<file path="src/rtl/pwm_dac_stream.sv">
// Streaming PWM DAC: valid/ready sample FIFO, one pop per sample tick, free-running PWM output.
// Optional PWM_DAC_UNDERRUN_MIDSCALE_EN: an underrun loads midscale instead of holding the last sample.
module pwm_dac_stream #(
   parameter int WIDTH         = 8,
   parameter int SAMPLE_PERIOD = 10240,
   parameter int FIFO_DEPTH    = 4
) (
   input  logic                                 clk,
   input  logic                                 reset,
   input  logic                                 enable,
   input  logic                                 s_valid,
   input  logic [WIDTH-1:0]                     s_data,
   output logic                                 s_ready,
   output logic                                 pwm_out,
   output logic                                 underrun,
   output logic [$clog2(FIFO_DEPTH+1)-1:0]      fifo_level
);

   localparam int LW  = $clog2(FIFO_DEPTH + 1);
   localparam int PW  = $clog2(FIFO_DEPTH);
   localparam int SCW = $clog2(SAMPLE_PERIOD);

   localparam logic [WIDTH-1:0] PWM_MAX  = '1;
   localparam logic [SCW-1:0]   RELOAD   = SCW'(SAMPLE_PERIOD - 1);
   localparam logic [LW-1:0]    FULL_LVL = LW'(FIFO_DEPTH);
`ifdef PWM_DAC_UNDERRUN_MIDSCALE_EN
   localparam logic [WIDTH-1:0] MIDSCALE = {1'b1, {(WIDTH-1){1'b0}}};
`endif

   logic [WIDTH-1:0] pwm_cnt_q,      pwm_cnt_d;
   logic [WIDTH-1:0] duty_active_q,  duty_active_d;
   logic [WIDTH-1:0] duty_pending_q, duty_pending_d;
   logic [SCW-1:0]   samp_cnt_q,     samp_cnt_d;
   logic [PW-1:0]    wr_ptr_q,       wr_ptr_d;
   logic [PW-1:0]    rd_ptr_q,       rd_ptr_d;
   logic [LW-1:0]    level_q,        level_d;
   logic             pwm_out_q,      pwm_out_d;
   logic             underrun_q,     underrun_d;
   logic [WIDTH-1:0] mem_q [FIFO_DEPTH];
   logic [WIDTH-1:0] mem_d [FIFO_DEPTH];

   logic tick;
   logic fifo_empty;
   logic push;
   logic pop;

   // s_ready comes straight from the registered level, so a pop this clock cannot raise it until next clock.
   assign fifo_empty = (level_q == '0);
   assign s_ready    = (level_q != FULL_LVL);
   assign tick       = enable && (samp_cnt_q == '0);
   assign push       = s_valid && s_ready;
   assign pop        = tick && !fifo_empty;

   always_comb begin
      pwm_cnt_d      = pwm_cnt_q;
      duty_active_d  = duty_active_q;
      duty_pending_d = duty_pending_q;
      samp_cnt_d     = samp_cnt_q;
      wr_ptr_d       = wr_ptr_q;
      rd_ptr_d       = rd_ptr_q;
      level_d        = level_q;
      mem_d          = mem_q;
      pwm_out_d      = enable && (pwm_cnt_q < duty_active_q);
      underrun_d     = tick && fifo_empty;

      if (enable) begin
         pwm_cnt_d = pwm_cnt_q + WIDTH'(1);
         // New duty only at the period boundary so no PWM period is ever truncated.
         if (pwm_cnt_q == PWM_MAX)
            duty_active_d = duty_pending_q;
         samp_cnt_d = (samp_cnt_q == '0) ? RELOAD : samp_cnt_q - SCW'(1);
      end

      if (push) begin
         mem_d[wr_ptr_q] = s_data;
         wr_ptr_d        = wr_ptr_q + PW'(1);
      end

      if (pop) begin
         duty_pending_d = mem_q[rd_ptr_q];
         rd_ptr_d       = rd_ptr_q + PW'(1);
      end
`ifdef PWM_DAC_UNDERRUN_MIDSCALE_EN
      else if (tick)
         duty_pending_d = MIDSCALE;
`endif

      case ({push, pop})
         2'b10:   level_d = level_q + LW'(1);
         2'b01:   level_d = level_q - LW'(1);
         default: level_d = level_q;
      endcase
   end

   always_ff @(posedge clk or posedge reset) begin
      if (reset) begin
         pwm_cnt_q      <= '0;
         duty_active_q  <= '0;
         duty_pending_q <= '0;
         samp_cnt_q     <= RELOAD;
         wr_ptr_q       <= '0;
         rd_ptr_q       <= '0;
         level_q        <= '0;
         pwm_out_q      <= 1'b0;
         underrun_q     <= 1'b0;
         mem_q          <= '{default: '0};
      end else begin
         pwm_cnt_q      <= pwm_cnt_d;
         duty_active_q  <= duty_active_d;
         duty_pending_q <= duty_pending_d;
         samp_cnt_q     <= samp_cnt_d;
         wr_ptr_q       <= wr_ptr_d;
         rd_ptr_q       <= rd_ptr_d;
         level_q        <= level_d;
         pwm_out_q      <= pwm_out_d;
         underrun_q     <= underrun_d;
         mem_q          <= mem_d;
      end
   end

   assign pwm_out    = pwm_out_q;
   assign underrun   = underrun_q;
   assign fifo_level = level_q;

endmodule

</file>
<file path="config.mk">
export PLATFORM = sky130hd
export DESIGN_NAME = pwm_dac_stream
export DESIGN_NICKNAME = d
export VERILOG_FILES = /design/src/rtl/pwm_dac_stream.sv
export SDC_FILE = /design/constraint.sdc
export NUM_CORES = 1
export LEC_CHECK = 0
export BUFFER_PORTS_ARGS = -buffer_cell sky130_fd_sc_hd__clkbuf_2
export CAP_MARGIN = 5
export CORE_UTILIZATION = 45
export CTS_CLUSTER_DIAMETER = 50
export DETAILED_ROUTE_END_ITERATION = 16
export PLACE_DENSITY = 0.66
export SETUP_SLACK_MARGIN = 0.02
export SLEW_MARGIN = 10
export SYNTH_ARGS = -nofsm -noshare
export SYNTH_HDL_FRONTEND = slang
export SYNTH_SLANG_ARGS = --single-unit
</file>
<file path="constraint.sdc">
create_clock -name clk -period 4.3 [get_ports clk]
set_clock_uncertainty 0.2 [all_clocks]
set_input_delay 0.43 -clock clk [delete_from_list [all_inputs] [get_ports clk]]
set_output_delay 0.43 -clock clk [all_outputs]
set_load 0.02 [all_outputs]
</file>
After elaboration in Yosys (flattened, before gate mapping)
Cells that the tools add are included.

storage, ports and cells
  word-level logic and storage cells = 48
  input bits = 12
  output and inout port bits = 6
  bits in latches = 0
  memories = 0
  flip-flop bits (word level) = 79
  ROM bits = 0
  RAM bits = 0

operators by class
  $mul = 0
  bitwise logic cells = 2
  divide/modulo/power cells = 0
  shift-type cells = 0
  multiplexer cells = 8
  magnitude comparators = 4
  $add $sub $neg = 6
  reduce and logical (&&, ||, !) cells = 11
  equal/unequal tests = 4

operator list
  kind                   number
  $bwmux 32              1
  $mux 8                 3
  $bmux 8 s2             1
  $demux 8 s2            1
  $logic_not 14->1       1
  $mux 14                1
  $sub 14x1->14 const B  1
  $add 8x1->8 const B    1
  $eq 8x8->1 const B     1
  $lt 8x8->1             1
  $ge 3x3->1 const B     2
  $logic_and 1x1->1      6
  $not 2->3              2
  $pmux 3 s2             1
  $add 2x1->2 const B    2
  $add 3x1->3 const B    1
  $logic_not 3->1        1
  $lt 3x1->1 const B     1
  $ne 3x3->1 const B     1
  $sub 3x1->3 const B    1
  $eq 2x1->1 const B     1
  $eq 2x2->1 const B     1
  $reduce_and 2->1       1
  $reduce_bool 2->1      1
  $logic_not 1->1        1

Depth between registers and ports, before layout
  word-level depth = 6
  depth in mapped cells = 11
  depth with buffers taken out = 11

Worst setup path after synthesis
No wires, ideal clock.

  kind = register -> register
  from = reg samp_cnt_q[0]
  to = reg level_q[2] (netlist: fifo_level[2])
  path slack = 1.565 ns
  arrival = 2.455 ns
  required time = 4.020 ns
  stages on the path, launching flop included = 12
  setup time = 0.080 ns
  cells stage by stage = dfstp_2 -> inv_1 -> ha_1 -> nor4b_1 -> nand4_4 -> nor2_8 -> ha_1 -> inv_1 -> fa_1 -> xor2_1 -> nor2_1 -> xor2_1

between the ends
  longest elaborated chain between the ends = 5
  elaborated cells on any way between the ends = 7
  classes of those cells = eq/ne (2); mux (1); reduce/logical (4)

ends and longest elaborated chain
  element                                          RTL line  RTL
  start, declared                                  33        logic [SCW-1:0] samp_cnt_q, samp_cnt_d;
  start signal, assigned                           111       samp_cnt_q <= samp_cnt_d;
  $logic_not 14->1 (*)                             50        assign tick = enable && (samp_cnt_q == '0);
  $logic_and 1x1->1 (*)                            50
  $logic_and 1x1->1 (*)                            52        assign pop = tick && !fifo_empty;
  net pop                                          45        logic pop;
  $eq 2x1->1 or $eq 2x2->1 (tied branches)         88        case ({push, pop})
  $pmux 3 s2 or $reduce_bool 2->1 (tied branches)  n/a
  end signal, assigned                             114       level_q <= level_d;
  end, declared                                    36        logic [LW-1:0] level_q, level_d;

The timed path passes the listed nets; every way through them passes the cells marked *.
A chain may end at the register's enable or synchronous reset.

Worst setup path in the final report
Same ends and word-level chain as after synthesis.

==> results.toml <==
[synth]
synth_commonest_cells = "67 x dfrtp_1, 32 x mux2_1, 24 x nand2_1"
syn_area_per_cell_um2 = 13.58
synth_top_area_cell = "dfrtp_1"
post_synth_inst_count = 275
yosysSeqAreaShare_pct = 53.35
synthArstFlopShare_pct = 100.0
syn-num-nets = 303
netlist.area_leader.share_pct = 44.91
synth_most_common_cell = "dfrtp_1"
syn_area_um2 = 3734
synth_cell_types = 43
synth-main-ff-cell = "dfrtp_1"
yosys-top-cells-area = "dfrtp_1 45%, mux2_1 9.7%, dfstp_2 8.4%"
synth_seq_cells = 79
yosysWarnings = 0
synth_edf_count = 0

[clock_tree]
cts.sinks = 79
htreeDepth = 3
cts_tree = "done"
insertion_delay_ns = 0.34
ctsRootBufferMaster = "clkbuf_8"
path_clk_slew_ns = 0.08
post-cts-setup-buffers = 0
clockBufferDepth = 2
cts_buffers = 9

[cells_and_area]
multi_input_area_um2 = 1659
fillers = 689
seqCellArea_um2 = 1992
n_antenna_cell = 0
design_area_um2 = 4129
drive_gt1_share_pct = 25.90
area_growth_pct = 10.59
final_nets = 328

[floorplanning]
core-area_um2 = 7888
fp-row-count = 32
dieArea_um2 = 8665
initial_core_util_pct = 47.34
io_pins = 18
die_w_um = 93.09
die_h_um = 93.09

[timing]
post-route-period-util_pct = 71.88
fmax_mhz = 323.5
finalHoldViolCount = 0
rsz0062_at_grt = "false"
maxSlewViolCount = 0
report.final.setup_viol = 0
slew_headroom_pct = 51.10
tns_ns = 0
min_period_ns = 3.091
tightest_slew_ns = 0.7268

[power_and_ir_drop]
p_switching_uw = 886.7
vdd_ir_drop_max_mv = 0.3342
power.leakage_nw = 1.851
swShare_pct = 33.56
sequentialPowerShare_pct = 51.3
p_clk_share_pct = 19.1
powerDensity_nw_per_um2 = 639.8
comb_power_share_pct = 29.7
p_int_mw = 1.755

[routing]
viasPerCell = 5.113
dr.first_iter.drc_count = 67
vias = 2081
drc = 0
wirelength_um = 5952
first_pass_iters = 7
drtAntennaViolNets = 0
wire_per_inst_um = 14.62

[worst_setup_path]
slowest_stage = "nor4b_1"
ff2ff_path_depth = 11
cp_top_family = "simple AND/OR/NAND/NOR gates"
critPathMaxStageDelay_ns = 0.43
startpoint = "samp_cnt_q[0]"
crit_required_ns = 4.36
worstReg2RegEnd = "fifo_level[2]"
crit_fanout = 17
path_cells = "inv_1, ha_1, nor4b_1, nand4_4, nor2_8, ha_1, inv_1, fa_1, xor2_1, nor2_1, xor2_1"
r2r_setup_slack_ns = 1.21
worstPathArrival_ns = 3.15
crit_buf_inv = 2
end_kind = "flop"
reg2reg_from = "samp_cnt_q[0]"
start_kind = "flop"
crit_type = "reg2reg"

[min_path]
worstHoldPathCells = 2
hold_path.class = "in2reg"
whs_endpoint = "mem_q[26]"
hold_start = "s_data[2]"

[placed_design]
placed_area_um2 = 3935
io_buffer_count = 17
gp_congestion = 0.7212
hpwl_um = 3978

[status]
outcome = "finished clean"

[global_route]
grt_use_total_pct = 15.92
grt_pass1_wl_um = 10490
grt-ovfl-total = 0
grt_pass1_vias = 2208
grt_max_degree = 47
antenna_found_initial = 0

[run]
max_cap_violations = 0
cell families after synthesis:
kind of cell | synth area share (%)
buf+inv | 2.212
simple gates | 10.42
mux | 21.28
compound gates | 2.011
flops | 53.35
xor+xnor | 5.161
fa+ha+maj | 5.563
power by group through the flow:
stage          logic [mW]  registers, mW  clock network, mW
6_report            0.784           1.35              0.503
5_1_grt             0.896           1.40              0.559
4_1_cts             0.800           1.35              0.524
3_5_place_dp        0.795           1.36                  0
3_3_place_gp        0.773           1.35                  0
2_1_floorplan       0.654           1.30                  0
state kept, by name, indices dropped and copies added, names as in the netlist:
signal,flops
duty_active_q,8
duty_pending_q,8
fifo_level,3
mem_q,32
pwm_cnt_q,8
pwm_out,1
rd_ptr_q,2
samp_cnt_q,14
underrun,1
wr_ptr_q,2
cells in the final DEF (no fill, tap or decap), types with 11 or more instances in the layout:
cell / netlist / layout
mux2_2: 11 / 11
ha_1: 15 / 15
xor2_1: 11 / 11
dfstp_2: 12 / 12
inv_1: 16 / 15
xnor2_1: 11 / 11
mux2_1: 32 / 32
dfrtp_1: 67 / 67
clkbuf_2: 0 / 17
nand2_1: 24 / 24
per-layer routing:
metal	routed length (um)	GRT usage, %	up-vias	share of wire, %
met3	191	5.122	7	3.2
met4	51	4.487	0	0.86
met2	2870	25.61	27	48
li1	-	-	1014	-
met5	0	0	-	0
met1	2839	20.69	1033	48
how the worst max path moves through the flow:
stage                     depth (start not counted)            end  slack, ns
after detailed placement                         10  fifo_level[2]       0.96
after floorplan                                  11  fifo_level[2]       1.56
after global routing                             11  fifo_level[2]       1.01
after global placement                           10  fifo_level[2]       1.08
final                                            11  fifo_level[2]       1.21
after CTS                                        11  fifo_level[2]       1.16
layout make-up:
class                           instances  area share (%)
Clock buffer                           11           3.424
Inverter                               17           1.545
Tap cell                              102           3.091
Sequential cell                        79           48.24
Timing Repair Buffer                   19           2.485
Clock inverter                          5           1.030
Multi-Input combinational cell        174           40.18
through the flow:
| step | instances | setup WS [ns] | total power, mW | hold slack, ns | util, % |
|---|---|---|---|---|---|
| floorplan | 275 | 1.565 | 1.955 | 0.2587 | - |
| CTS | 407 | 1.163 | 2.676 | 0.1218 | 52.35 |
| detailed placement | 390 | 0.9649 | 2.159 | 0.2774 | 49.89 |
| global placement | 390 | 1.078 | 2.125 | 0.2684 | 49.89 |
| finish | 407 | 1.209 | 2.642 | 0.1378 | 52.35 |
| global route | 407 | 1.014 | 2.856 | 0.1231 | 52.35 |
repair_timing:
item | 4_1_cts | 5_1_grt
hold buffers | 1 | 0
endpoints found under the hold margin | 21 | 0
resized for setup | 0 | 0
Power figures use the tool's default switching activity.
